## src/rtl/bin2bcd_seq_feeder.sv

```systemverilog
// bin2bcd_seq_feeder
// Sequential binary-to-BCD converter (shift-add-3, one bit per clock) feeding
// the 16-bit input register of the 4-digit seven-segment display interface.
//
// Ports:
//   clk       system clock, rising edge
//   rst       synchronous active-high reset
//   bin_in    binary value, sampled only on the edge a start is accepted
//   start     conversion request, level-sampled, accepted only when idle
//   busy      high from the accepting edge until the return to idle
//   data_out  packed BCD, digit3 in [15:12] .. digit0 in [3:0]
//   we        one-cycle strobe, high exactly when data_out is new
//   ovf       last converted value exceeded 9999 (updated with data_out)
//
// Build option:
//   BCD_SAT_EN  when defined, an overflowing result saturates data_out to
//               16'h9999; otherwise data_out wraps (value mod 10000).
//
// state   | meaning
// S_IDLE  | waiting for start; data_out/ovf hold last result
// S_SHIFT | one add-3 + shift per cycle, BIN_W cycles
// S_DONE  | one cycle; result registered with we on the leaving edge

module bin2bcd_seq_feeder #(
   parameter int BIN_W = 14
) (
   input  logic             clk,
   input  logic             rst,
   input  logic [BIN_W-1:0] bin_in,
   input  logic             start,
   output logic             busy,
   output logic [15:0]      data_out,
   output logic             we,
   output logic             ovf
);

   localparam int SW = 20 + BIN_W;
   localparam int CW = $clog2(BIN_W + 1);

   typedef enum logic [1:0] {
      S_IDLE,
      S_SHIFT,
      S_DONE
   } state_t;

   state_t          state_q, state_d;
   logic [SW-1:0]   sh_q, sh_d;
   logic [CW-1:0]   cnt_q, cnt_d;
   logic [15:0]     data_q, data_d;
   logic            ovf_q, ovf_d;
   logic            we_q, we_d;
   logic            busy_q, busy_d;

   logic [SW-1:0]   adj;
   logic [19:0]     bcd;
   logic            res_ovf;

   // All five BCD digits corrected in parallel before the shift.
   always_comb begin
      adj = sh_q;
      for (int i = 0; i < 5; i++) begin
         if (sh_q[BIN_W+4*i +: 4] >= 4'd5) begin
            adj[BIN_W+4*i +: 4] = sh_q[BIN_W+4*i +: 4] + 4'd3;
         end
      end
   end

   assign bcd     = sh_q[SW-1:BIN_W];
   assign res_ovf = |bcd[19:16];

   always_comb begin
      state_d = state_q;
      sh_d    = sh_q;
      cnt_d   = cnt_q;
      data_d  = data_q;
      ovf_d   = ovf_q;
      we_d    = 1'b0;
      busy_d  = busy_q;
      case (state_q)
         S_IDLE: begin
            if (start) begin
               sh_d    = {20'd0, bin_in};
               cnt_d   = '0;
               busy_d  = 1'b1;
               state_d = S_SHIFT;
            end
         end
         S_SHIFT: begin
            sh_d  = adj << 1;
            cnt_d = cnt_q + CW'(1);
            if (cnt_q == CW'(BIN_W - 1)) begin
               state_d = S_DONE;
            end
         end
         S_DONE: begin
            // Result lands with we; busy drops on the same edge so a new
            // start can be accepted one cycle later (BIN_W+2 spacing).
`ifdef BCD_SAT_EN
            data_d = res_ovf ? 16'h9999 : bcd[15:0];
`else
            data_d = bcd[15:0];
`endif
            ovf_d   = res_ovf;
            we_d    = 1'b1;
            busy_d  = 1'b0;
            state_d = S_IDLE;
         end
         default: begin
            state_d = S_IDLE;
            busy_d  = 1'b0;
         end
      endcase
   end

   always_ff @(posedge clk) begin
      if (rst) begin
         state_q <= S_IDLE;
         sh_q    <= '0;
         cnt_q   <= '0;
         data_q  <= 16'h0000;
         ovf_q   <= 1'b0;
         we_q    <= 1'b0;
         busy_q  <= 1'b0;
      end else begin
         state_q <= state_d;
         sh_q    <= sh_d;
         cnt_q   <= cnt_d;
         data_q  <= data_d;
         ovf_q   <= ovf_d;
         we_q    <= we_d;
         busy_q  <= busy_d;
      end
   end

   assign busy     = busy_q;
   assign data_out = data_q;
   assign we       = we_q;
   assign ovf      = ovf_q;

endmodule

```

## config.mk

```make
export PLATFORM = sky130hd
export DESIGN_NAME = bin2bcd_seq_feeder
export DESIGN_NICKNAME = d
export VERILOG_FILES = /design/src/rtl/bin2bcd_seq_feeder.sv
export SDC_FILE = /design/constraint.sdc
export NUM_CORES = 1
export LEC_CHECK = 0
export BUFFER_PORTS_ARGS = -buffer_cell sky130_fd_sc_hd__buf_2
export CAP_MARGIN = 20
export CORE_MARGIN = 10
export CORE_UTILIZATION = 40
export CTS_BUF_LIST = sky130_fd_sc_hd__clkbuf_4
export DETAILED_ROUTE_END_ITERATION = 10
export GPL_TIMING_DRIVEN = 0
export PLACE_DENSITY = 0.58
export SYNTH_ARGS = -nofsm -noshare
export SYNTH_HDL_FRONTEND = slang
export SYNTH_SLANG_ARGS = --single-unit
```

## constraint.sdc

```tcl
create_clock -name clk -period 2.25 [get_ports clk]
set_clock_uncertainty 0.2 [all_clocks]
set_input_delay 0.3375 -clock clk [delete_from_list [all_inputs] [get_ports clk]]
set_output_delay 0.3375 -clock clk [all_outputs]
set_load 0.05 [all_outputs]
```

; ---- Yosys cells after proc, flatten, opt, wreduce, memory -nomap -nowiden
; Index checks and enable logic that the tools add are counted.
[totals]
reg_bits = 59
in_bits = 17
wordCells = 45
[classes]
addsub = 6
order_cmp = 5
n_eq_ne = 5
n_mux = 15
n_bitwise = 1
reduce_logical = 6
[ops]
columns = cell, n
row1 = $pmux 34 s2, 1
row2 = $mux 34, 1
row3 = $ge 4x3->1 const B, 5
row4 = $mux 4, 5
row5 = $add 4x2->4 const B, 4
row6 = $pmux 4 s2, 1
row7 = $reduce_and 2->1, 3
row8 = $add 4x1->4 const B, 1
row9 = $eq 4x4->1 const B, 1
row10 = $mux 2, 2
row11 = $ne 2x2->1 const B, 2
row12 = $pmux 2 s2, 1
row13 = $reduce_or 4->1, 1
row14 = $add 3x2->3 const B, 1
row15 = $mux 3, 1
row16 = $eq 2x1->1 const B, 1
row17 = $eq 2x2->1 const B, 1
row18 = $logic_not 2->1, 1
row19 = $mux 1, 2
row20 = $pmux 1 s2, 1
row21 = $reduce_bool 2->1, 1
row22 = $not 1->1, 1

; ---- Depth between registers and ports, before layout
[logic_depth]
word_depth = 3
mapped_depth = 6

; ---- Least setup slack after synthesis
; No wires, ideal clock.
[synth_path]
path_kind = flip-flop to flip-flop
start = register sh_q[15]
end = register sh_q[16]
setup_time_ns = 0.117
arrival_ns = 1.250
setup_slack_ns = 0.683
stages_incl_launch_ff = 7
n_path_buf = 0
cell_sequence = dfxtp_1 > inv_1 > ha_1 > nand2b_1 > a21oi_1 > mux2i_1 > a22o_1
[synth_via]
elab_chain_cells = 3
[synth_lines]
columns = element, line_no
row1 = from (decl), 47  ; logic [SW-1:0] sh_q, sh_d;
row2 = from (signal assigned), 118  ; sh_q <= '0;
row3 = from (signal assigned), 126  ; sh_q <= sh_d;
row4 = $add 4x2->4 / $ge 4x3->1 (equally long branches), "63, 62"
row5 = $mux 4 (*), 62  ; if (sh_q[BIN_W+4*i +: 4] >= 4'd5) begin
row6 = $pmux 34 s2 (*), 79  ; case (state_q)
; Mark *: on every way between the ends. The rest lies on a longest branch, timed or not.
; A chain may end at the register's enable or synchronous reset.

; ---- Worst setup path after layout
[layout_path]
start = register sh_q[27]
end = register sh_q[28]
; Same word-level chain as after synthesis.

==> impl_metrics.ini <==
[power_and_ir_drop]
p_leak_uw = 0.00135
vdd_drop_max_v = 0.000411
p_per_area_nw_per_um2 = 715

[die]
io_pins = 36
dieArea_sq_um = 10400
num_rows = 29
chipHeight_um = 102
die_w_um = 102
core_area_sq_um = 6460
start_util_pct = 41.8

[run]
maxCapViolCount = 0

[yosys]
synth_cell_types = 33
ys_ff_latch = 59
synthCells = 323
async_reset_ff_share_pct = 0
synth_area_per_cell_sq_um = 8.35
synth_edf_count = 0
synth_top_area_cell = dfxtp_1
synth.area.top_cells = dfxtp_1, nor2_1, ha_1
yosysWarnings = 0
synth.cell_area_sq_um = 2700
ys_seq_area_share_pct = 43.8
syn-num-nets = 353
synth_ff_type = dfxtp_1
synth_top_area_share_pct = 43.8

[worst_setup_path]
path_max_fanout = 4
cp.required_ns = 2.36
path_cells = inv_1 > ha_1 > nand2b_1 > a21oi_1 > mux2i_1 > a22o_1
crit_path_max_incr_delay_ns = 0.39
slowest_stage = dfxtp_1
criticalPathCategory = reg -> reg
r2r_cells = 6
reg2reg_from = sh_q[27]
crit_path_end_kind = flop
r2r-end = sh_q[28]
critical-path-top-delay-family = compound AO/OA/AOI/OAI gates
crit_arrival_ns = 1.84
start_kind = flop
reg2reg_slack_ns = 0.52
crit_buf_inv = 1
crit_start = sh_q[27]

[drt]
drtIter0Drc = 109
drcViolationCount = 0
ant_nets = 0
firstDrtPassIters = 4
wl_per_cell_um = 13.6
drt-vias-per-instance = 5.11
routed_wl_um = 6130
num_vias = 2294

[timing]
slew_headroom_pct = 64.2
slew_viol_final = 0
max_freq_mhz = 580
setup_tns_ns = 0
post-route-period-util_pct = 76.7
hold_viol_final = 0
grt_setup_unrepaired = no
setup_viol = 0
worstMarginPinSlew_ns = 0.534
fin_crit_ns = 1.73

[global_route]
grt_use_total_pct = 12.6
grt_pass1_wl_um = 10500
grt-ovfl-total = 0
antenna_found_initial = 0
first_global_vias = 2260
grt_max_degree = 11

[worst_hold_path]
hold_path_end = sh_q[7]
hold_depth = 2
min_from = rst
hold_class = in -> reg

[layout]
area_delta_synth_final_pct = 16.3
n_antenna_cell = 0
fillers = 649
fin_util_pct = 48.6
nNetsFinal = 397
layout_commonest_cell = dfxtp_1
drive_gt1_share_pct = 18.5
mostFrequentLayoutCells = dfxtp_1, nor2_1, buf_2

[clocking]
cts_resized = 0
clock-root-buffer = clkbuf_4
cts_sinks = 59
post_cts_buffers = 0
htree_levels = 3
cts.path.max_buffers = 2
numCtsBuffers = 9
cts.clk_slew.worst_paths_ns = 0.10
cts_tree = built
clock_latency_ns = 0.41
postCtsHoldBufs = 0

[place]
dp_hpwl_um = 4350
place.gp.congestion = 0.751
port_buffers = 33

[run_status]
status = finished clean
-- state kept, by name (all words and copies together), names as in the netlist --
name / flops
ovf: 1
sh_q: 34
busy: 1
data_out: 16
we: 1
state_q: 2
cnt_q: 4
-- worst register-to-register path, cell delays in order, from the launching register on --
cell	delay, ns
dfxtp_1	0.39
inv_1	0.09
ha_1	0.17
nand2b_1	0.14
a21oi_1	0.30
mux2i_1	0.13
a22o_1	0.20
-- cells in the mapped netlist (3+ instances only) --
master      n
nand2b_1    6
nand2_1    34
buf_4       4
nand3_1     7
a2bb2oi_1  12
mux2i_1     5
clkbuf_1    5
nor2_1     55
inv_1      12
ha_1       13
a22oi_1     4
nor3_1     20
nor2_4      3
buf_2      10
a22o_1     14
xor2_1      4
o21ai_0     9
dfxtp_1    59
a21oi_1    29
xnor2_1     5
-- per-stage QoR --
step / hold WS [ns] / cell area [sq um] / setup WS (ns) / instances / total power [uW]
floorplan: 0.249 / 2700 / 0.683 / 323 / 1240
detailed placement: 0.245 / 2960 / 0.534 / 433 / 1290
global placement: 0.239 / 2960 / 0.549 / 433 / 1290
global route: 0.105 / 3140 / 0.370 / 449 / 2340
CTS: 0.0640 / 3140 / 0.520 / 449 / 2260
finish: 0.0726 / 3140 / 0.525 / 449 / 2240
-- where the power goes --
part	internal, uW	switching, uW	total, uW
Combinational	73.5	104	178
Clock	568	408	976
Sequential	1070	17.1	1090
-- cell families (layout without fill, tap and decap cells) --
kind of cell             Yosys count  after routing  synth area share (%)
AO/OA/AOI/OAI                     72             72                  17.7
XOR/XNOR                           9              9                  2.92
adder cells (fa/ha/maj)           13             13                  6.03
buffers and inverters             33             82                  5.89
flip-flops                        59             59                  43.8
multiplexers                       6              6                  2.27
AND/OR/NAND/NOR                  131            131                  21.4
-- metal layers --
metal  wire, um  GRT usage, %
met5          0             0
met4        109          5.53
met3        290          3.44
met2       2800          20.8
met1       2920          15.1
-- final cells by class --
cell class                      instances  area, sq um  share of cell area, %
Multi-Input combinational cell        231         1360                   43.3
Sequential cell                        59         1180                   37.6
Timing Repair Buffer                   33          165                   5.26
Buffer                                 20          110                   3.51
Clock inverter                          6          104                   3.31
Tap cell                               77         96.3                   3.07
Clock buffer                           10         75.1                   2.39
Inverter                               13         48.8                   1.56
-- worst max path at each step --
| stage | end | slack (ns) | depth (start not counted) |
|---|---|---|---|
| after floorplan | sh_q[16] | 0.68 | 6 |
| after global placement | sh_q[28] | 0.55 | 6 |
| after detailed placement | sh_q[28] | 0.53 | 6 |
| after CTS | sh_q[28] | 0.52 | 6 |
| after global routing | sh_q[28] | 0.37 | 6 |
| final | sh_q[28] | 0.52 | 6 |
(Power assumes the default switching activity.)
